**src/rtl/fifo_rd_stream.sv**
```systemverilog
// fifo_rd_stream: read-side drain engine for the asynchronous FIFO.
// Pops words from the FIFO read port into a two-entry head/skid buffer and
// presents them on a registered valid/ready stream, counting delivered beats.
module fifo_rd_stream #(
  parameter int DSIZE = 8,
  parameter int CNTW  = 16
) (
  input  logic             rclk,
  input  logic             rrst_n,
  input  logic             en,
  input  logic             flush,
  input  logic             rempty,
  input  logic [DSIZE-1:0] rdata,
  output logic             rinc,
  output logic             m_valid,
  input  logic             m_ready,
  output logic [DSIZE-1:0] m_data,
  output logic [1:0]       level,
  output logic [CNTW-1:0]  rd_count
);

  typedef enum logic [1:0] {
    EMPTY = 2'd0,
    ONE   = 2'd1,
    TWO   = 2'd2
  } state_t;

  state_t           r_state;
  logic             r_valid;
  logic             r_run;
  logic [DSIZE-1:0] r_head;
  logic [DSIZE-1:0] r_skid;
  logic [CNTW-1:0]  r_count;

  logic w_pop;
  logic w_take;

  // Pop only from registered state and inputs, so m_ready never reaches rinc.
  assign w_pop  = r_run & en & ~rempty & ~flush & (r_state != TWO);
  assign w_take = r_valid & m_ready;

  assign rinc     = w_pop;
  assign m_valid  = r_valid;
  assign m_data   = r_head;
  assign level    = r_state;
  assign rd_count = r_count;

  // Run flag: holds off the first pop until the edge after reset release.
  always_ff @(posedge rclk or negedge rrst_n) begin
    if (!rrst_n) begin
      r_run <= 1'b0;
    end else begin
      r_run <= 1'b1;
    end
  end

  // Buffer FSM: head register drives the stream, skid absorbs one stalled pop.
  always_ff @(posedge rclk or negedge rrst_n) begin
    if (!rrst_n) begin
      r_state <= EMPTY;
      r_valid <= 1'b0;
      r_head  <= '0;
      r_skid  <= '0;
    end else if (flush) begin
      r_state <= EMPTY;
      r_valid <= 1'b0;
    end else begin
      case (r_state)
        EMPTY: begin
          if (w_pop) begin
            r_state <= ONE;
            r_valid <= 1'b1;
            r_head  <= rdata;
          end
        end
        ONE: begin
          if (w_pop && !w_take) begin
            r_state <= TWO;
            r_skid  <= rdata;
          end else if (w_pop && w_take) begin
            r_head  <= rdata;
          end else if (!w_pop && w_take) begin
            r_state <= EMPTY;
            r_valid <= 1'b0;
          end
        end
        TWO: begin
          if (w_take) begin
            r_state <= ONE;
            r_head  <= r_skid;
          end
        end
        default: begin
          r_state <= EMPTY;
          r_valid <= 1'b0;
        end
      endcase
    end
  end

  // Delivered-beat counter; a take during flush still counts.
  always_ff @(posedge rclk or negedge rrst_n) begin
    if (!rrst_n) begin
      r_count <= '0;
    end else if (w_take) begin
      r_count <= r_count + {{(CNTW-1){1'b0}}, 1'b1};
    end
  end

endmodule

```
**config.mk**
```make
export PLATFORM = sky130hd
export DESIGN_NAME = fifo_rd_stream
export DESIGN_NICKNAME = d
export VERILOG_FILES = /design/src/rtl/fifo_rd_stream.sv
export SDC_FILE = /design/constraint.sdc
export NUM_CORES = 1
export LEC_CHECK = 0
export CAP_MARGIN = 20
export CORE_ASPECT_RATIO = 1.75
export CORE_MARGIN = 5
export CORE_UTILIZATION = 51
export CTS_BUF_LIST = sky130_fd_sc_hd__clkbuf_16
export DETAILED_ROUTE_END_ITERATION = 8
export GPL_TIMING_DRIVEN = 0
export PLACE_DENSITY = 0.83
export SLEW_MARGIN = 10
export SYNTH_ARGS = -nofsm -noshare
export SYNTH_HDL_FRONTEND = slang
export SYNTH_SLANG_ARGS = --single-unit
```
**constraint.sdc**
```tcl
create_clock -name rclk -period 3.6 [get_ports rclk]
set_clock_uncertainty 0.05 [all_clocks]
set_input_delay 0.72 -clock rclk [delete_from_list [all_inputs] [get_ports rclk]]
set_output_delay 0.72 -clock rclk [all_outputs]
set_load 0.02 [all_outputs]
```
==> results of run 1 <==
## metrics by stage
stage,cell area (sq um),setup slack [ns]
floorplan,1630,1.39
global placement,2080,0.655
detailed placement,2080,0.643
CTS,2220,0.645
global route,2220,0.580
finish,2220,0.643
## worst min path at each step
stage / from / to / slack [ns] / depth (start not counted)
6_report: rd_count[15]$_DFFE_PN0P_ / rd_count[15]$_DFFE_PN0P_ / 0.43 / 1
5_1_grt: rd_count[15]$_DFFE_PN0P_ / rd_count[15]$_DFFE_PN0P_ / 0.47 / 1
4_1_cts: rd_count[15]$_DFFE_PN0P_ / rd_count[15]$_DFFE_PN0P_ / 0.43 / 1
3_5_place_dp: rd_count[15]$_DFFE_PN0P_ / rd_count[15]$_DFFE_PN0P_ / 0.42 / 1
3_3_place_gp: rd_count[15]$_DFFE_PN0P_ / rd_count[15]$_DFFE_PN0P_ / 0.41 / 1
2_1_floorplan: rrst_n / level[0]$_DFFE_PN0P_ / 0.37 / 0
## area by class of cell
cell class | instances | area [sq um] | area share
flip-flops and latches | 36 | 901 | 0.406
clock buffers | 5 | 125 | 0.0564
multi-input cells | 88 | 712 | 0.321
plain buffers | 3 | 16.3 | 0.00734
repair buffers | 40 | 395 | 0.178
well taps | 43 | 53.8 | 0.0243
clock inverters | 3 | 13.8 | 0.00621
## kinds of logic after synthesis
| kind of cell | Yosys count |
|---|---|
| and+or+nand+nor | 39 |
| DFF | 36 |
| muxes | 25 |
| xor gates and xnor gates | 15 |
| AOI/OAI and AO/OA | 7 |
| buffers and inverters | 3 |
| adders and majority gates | 1 |
| other | 1 |
## state kept, by name, indices dropped and copies added, names as in the netlist
register  flops
rd_count     16
m_data        8
r_skid        8
level         2
m_valid       1
r_run         1
## where the power goes
| part | internal [mW] | switching, mW |
|---|---|---|
| combinational | 0.134 | 0.116 |
| clock | 0.251 | 0.156 |
| sequential | 0.460 | 0.0456 |
## cell usage in the layout (no fill, tap or decap), drive strengths merged, types with 2 or more instances in the layout
cell,instances
clkdlybuf4s50,39
dfrtp,36
mux2,24
nand2,13
xnor2,9
xor2,6
clkbuf,6
nor3,5
nand3,4
a21oi,4
nand4,3
and3,3
nor2,3
buf,3
clkinv,3
nand3b,2
## worst max-delay path, delay by kind of cell
family / cells / cell delay, ns
simple gates: 2 / 0.34
buf+inv: 2 / 1.12
## routing by layer
| metal | vias to the layer above | GRT usage | part of all wire |
|---|---|---|---|
| met5 | - | 0 | 0 |
| met2 | 43 | 0.317 | 0.55 |
| li1 | 535 | - | - |
| met4 | 0 | 0.0721 | 0.029 |
| met3 | 10 | 0.0568 | 0.055 |
| met1 | 560 | 0.176 | 0.36 |
==> summary.txt, run 1 <==
Outcome
  • Outcome: completed

Yosys
  • Cell variety after synth: 29
  • Ys async rst share: 1.00
  • Synth area leader: dfrtp_1
  • Post-synthesis sequential area ratio: 0.553
  • Post-synthesis register bit count: 36
  • Top_reg_cell synth: dfrtp_1
  • Synthesized-area fraction occupied by and/or/nand/nor cells: 0.140
  • Share of the synthesized area in the top cell type: 0.553
  • Ranking of synthesized cells by area: dfrtp_1 (55%), mux2_2 (17%), xnor2_1 (4.8%)
  • Multiplexer share of the synthesized area: 0.172
  • Largest family of logic cells by synthesized area: multiplexers
  • Net count after synthesis: 142
  • Cells after Synth: 127
  • Most common cell in the netlist: dfrtp_1
  • Synth cell count leaders: dfrtp_1 (36), mux2_2 (24), nand2_1 (13)
  • Synthesized area: 1630 sq um
  • Syn Area/Cell: 12.8 sq um
  • Yosys warning count: 0
  • Adder-cell share of the synthesized area: 0.00768
  • Post-Synth XOR/XNOR Area: 0.0806
  • Post-synth EDFFs: 0
  • Synth Area in Compound Gates: 0.0346

Worst setup path
  • Maximum fanout along the worst path: 3
  • Number of cells on the worst reg-to-reg path: 4
  • WS Path Type: in2out
  • WP data arrival: between 2 and 2.5 ns
  • Critical Path RT: 2.83 ns
  • Crit-path slowest cell: clkdlybuf4s50_1
  • Worst setup EP type: primary output
  • Reg2reg end: r_skid[2]$_DFFE_PN0P_
  • CP startpoint: en
  • Worst stage delay on the critical path: 0.63 ns
  • Setup crit end: rinc
  • CP startpoint kind: input port
  • R2R Path Start: level[1]$_DFFE_PN0P_
  • Cell mode on critical path: clkdlybuf4s50_1
  • Worst R2R Setup Slack: 1.78 ns
  • Crit-path cells: clkdlybuf4s50_1 -> nand3b_1 -> nor3_1 -> clkdlybuf4s50_1

CTS
  • CTS max path bufs: 2
  • Post-CTS setup buffer count: 0
  • Reg clk slew, reported paths: 0.05 ns
  • Post-CTS sizing: 0
  • TritonCTS clock tree: built
  • TritonCTS Buffers: 5
  • Clock H-tree levels: 2
  • # hold bufs at CTS: 0
  • Root Buffer: clkbuf_16
  • Clk sink count: 36
  • Skew-Pair Late Insertion Delay: 0.28 ns

Drt
  • Vias per cell: roughly 5.3
  • DRT Pass-1 Iters: 4
  • Routed WL per cell: 15.3 um
  • Total wire length: approximately 3300 um
  • Post-route ant nets: 0
  • Via count: between 1000 and 1500
  • DR iter-0 viols: 23
  • DRC Markers: 0

Min path
  • Worst Hold Class: reg2reg

Pwr
  • Overall power: 1.16 mW
  • Leakage power figure: about 1 nW
  • Pwr Density: between 500 and 600 nW/um^2
  • Peak VDD IR: 424 uV

Timing
  • Slew Limit Fails: 0
  • Setup-failing EPs final: 0
  • Sum Neg Setup Slack: 0 ns
  • Final hold violation count: 0
  • Relative slew margins: 0.484
  • RSZ-0062 raised after global routing: false
  • Minimum clock period: slightly below 3 ns
  • Final hold slack: 0.428 ns
  • Highest Clock Rate: between 300 and 400 MHz
  • Final Cycle Share: 0.821
  • Least-Margin Pin Slew: 0.773 ns

Global routing
  • Antenna violations before repair: 0
  • First-pass GRT wire length: ~6000 um
  • Number of global-route vias before repair: 1344
  • Overflow after GRT: 0
  • Pin count of the biggest net entering global routing: 37
  • All-Layer GR Usage: 0.176

Place
  • Gpl congestion: 0.714
  • Port bufs: 40
  • Cells after DPL: 210
  • DP HPWL: 2480 um

Layout
  • # diodes: 0
  • Fin util: 0.713
  • Layout cell share with drive strength beyond 1: 0.229
  • Final Non-Filler Cells: 218
  • # fillers: 236
  • Layout area overhead: 36.1%
  • Post-layout nets: 189

Floorplan
  • Die width: 52.7 um
  • IO Count: 42
  • Initial Util: 0.524
  • Cell Rows: 27
  • Die area: 4470 sq um
  • Area of the core: 3110 sq um
  • Die Ht: about 85 um

Run
  • Maximum Capacitance Violations: 0
Power figures use the tool's default switching activity.
==> run 2, diff against run 1 <==
- CORE_UTILIZATION: 51 -> 43
- PLACE_DENSITY: 0.83 -> 0.75
- clock period: 3.6 -> 2.4 ns (I/O delays scaled with it)
==> run 2 against run 1 <==
Final area did not move. First-iteration DRC count fell by 4.3%. Critical path depth is the same. Utilization is 11 points lower. Critical path type unchanged.
==> summary.txt, run 2 (same netlist as run 1, synthesis figures left out) <==
Outcome
  • Outcome: completed

Place
  • DP HPWL: around 2300 um
  • Port bufs: 40
  • Cells after DPL: around 210
  • Gpl congestion: between 0.7 and 0.8
  • Placement Cell Area: 2080 sq um
  • DP Worst Slack: -0.104 ns

Layout
  • Final Non-Filler Cells: 221
  • Layout cell share with drive strength beyond 1: 0.217
  • Most frequent cells in the layout: clkdlybuf4s50_1 (38), dfrtp_1 (36), mux2_2 (24)
  • Final design area excluding fillers: 2220 sq um
  • Number of flip-flops in the largest register: 16
  • # diodes: 0
  • Layout area overhead: 36.1%
  • Post-layout nets: 189
  • Most common cell after layout, fill and taps aside: clkdlybuf4s50_1
  • Area of the multi-input gates: 712 sq um
  • Register area: around 900 sq um
  • # fillers: a little over 300

Worst setup path
  • Worst setup EP type: primary output
  • Maximum fanout along the worst path: 3
  • Crit-path slowest cell: clkdlybuf4s50_1
  • CP startpoint kind: input port
  • Crit-path cells: clkdlybuf4s50_1 -> nand3b_1 -> nor3_1 -> dlygate4sd2_1
  • WP buf/inv: 2
  • Critical Path RT: between 1.5 and 2 ns
  • WS Path Type: in2out
  • Worst stage delay on the critical path: 0.49 ns
  • Crit path max-delay family: buffers and inverters
  • WP data arrival: 1.70 ns

Global routing
  • All-Layer GR Usage: 0.131
  • Pin count of the biggest net entering global routing: 37
  • Number of global-route vias before repair: 1207
  • Overflow after GRT: 0
  • First-pass GRT wire length: 5400 um
  • Antenna violations before repair: 0

Drt
  • Total wire length: roughly 3000 um
  • DRT Pass-1 Iters: 3
  • Routed WL per cell: 13.7 um
  • Via count: 1129
  • DRC Markers: 0
  • Vias per cell: 5.11
  • DR iter-0 viols: 22
  • Post-route ant nets: 0

CTS
  • Root Buffer: clkbuf_16
  • TritonCTS Buffers: 5
  • # hold bufs at CTS: 0
  • TritonCTS clock tree: built
  • Clk sink count: 36
  • Skew-Pair Late Insertion Delay: around 0.27 ns
  • Clock H-tree levels: 2
  • Post-CTS setup buffer count: 0
  • Reg clk slew, reported paths: 0.05 ns
  • CTS max path bufs: 2

Timing
  • RSZ-0062 raised after global routing: false
  • Relative slew margins: 0.479
  • Final worst slack: 0.169 ns
  • Setup-failing EPs final: 0
  • Final hold slack: 0.235 ns
  • Highest Clock Rate: 448 MHz
  • Final hold violation count: 0
  • Slew Limit Fails: 0
  • Least-Margin Pin Slew: between 0.7 and 0.8 ns
  • Minimum clock period: 2.23 ns
  • Final Cycle Share: 0.930

Pwr
  • Leakage power figure: 0.979 nW
  • Pwr Density: 774 nW/um^2
  • Overall power: 1.72 mW
  • Peak VDD IR: around 720 uV

Floorplan
  • Initial Util: 0.445
  • Die width: 56.5 um
  • Area of the core: between 3000 and 4000 sq um
  • Die area: 5170 sq um
  • Cell Rows: 29
  • IO Count: 42
  • Die Ht: 91.4 um

Min path
  • Worst Hold Class: in2async

Run
  • Maximum Capacitance Violations: 0
==> run 2: cell types whose count changed in the layout (fill, tap and decap cells not counted), sizes merged <==
cell           previous run  this run
clkinv                    3         1
inv                       0         2
clkdlybuf4s50            39        38
dlygate4sd2               0         1
==> run 2: final cells by class <==
class,count,area share
Multi-Input combinational cell,88,0.321
Clock buffer,5,0.0564
Tap cell,46,0.0260
Sequential cell,36,0.406
Clock inverter,3,0.00508
Timing Repair Buffer,40,0.178
Buffer,3,0.00734
==> run 2: worst paths after layout <==
check | from | end | slack [ns] | depth (start not counted)
worst min register to register | rd_count[15]$_DFFE_PN0P_ | rd_count[15]$_DFFE_PN0P_ | 0.44 | 1
worst min-delay path | rrst_n | rd_count[2]$_DFFE_PN0P_ | 0.23 | 1
worst max register to register | level[1]$_DFFE_PN0P_ | r_skid[7]$_DFFE_PN0P_ | 0.61 | 4
min in group rclk | rd_count[15]$_DFFE_PN0P_ | rd_count[15]$_DFFE_PN0P_ | 0.44 | 1
worst max-delay path | en | rinc | 0.17 | 4
max in group asynchronous | rrst_n | r_skid[6]$_DFFE_PN0P_ | 1.57 | 1
==> run 2: timing repair <==
item | 4_1_cts | 5_1_grt
endpoints found under the setup margin | 1 | 0
hold endpoints to repair | 0 | 0
resized for setup | 1 | 0
==> run 2: metal layers <==
layer	wire length, um	track usage	up-vias
met5	0	0	-
met4	69	0.0594	0
met3	193	0.0397	6
met2	1650	0.236	36
met1	1120	0.137	549
li1	-	-	538
==> run 2: per-stage QoR <==
stage / setup TNS (ns) / utilization
floorplan: 0 / -
global placement: -0.0806 / 0.569
detailed placement: -0.104 / 0.568
CTS: 0 / 0.605
global route: 0 / 0.605
finish: 0 / 0.605
==> run 2: report_power, final <==
part           internal [mW]  switching (mW)  total, mW
Sequential             0.691          0.0661      0.757
Clock                  0.372           0.217      0.589
Combinational          0.200           0.170      0.370
Total                   1.26           0.454       1.72
==> run 3, diff against run 2 <==
- ABC_CLOCK_PERIOD_IN_PS: unset -> 2400
==> results of run 3 <==
Final layout, timing and power as in run 2 (identical DEF).
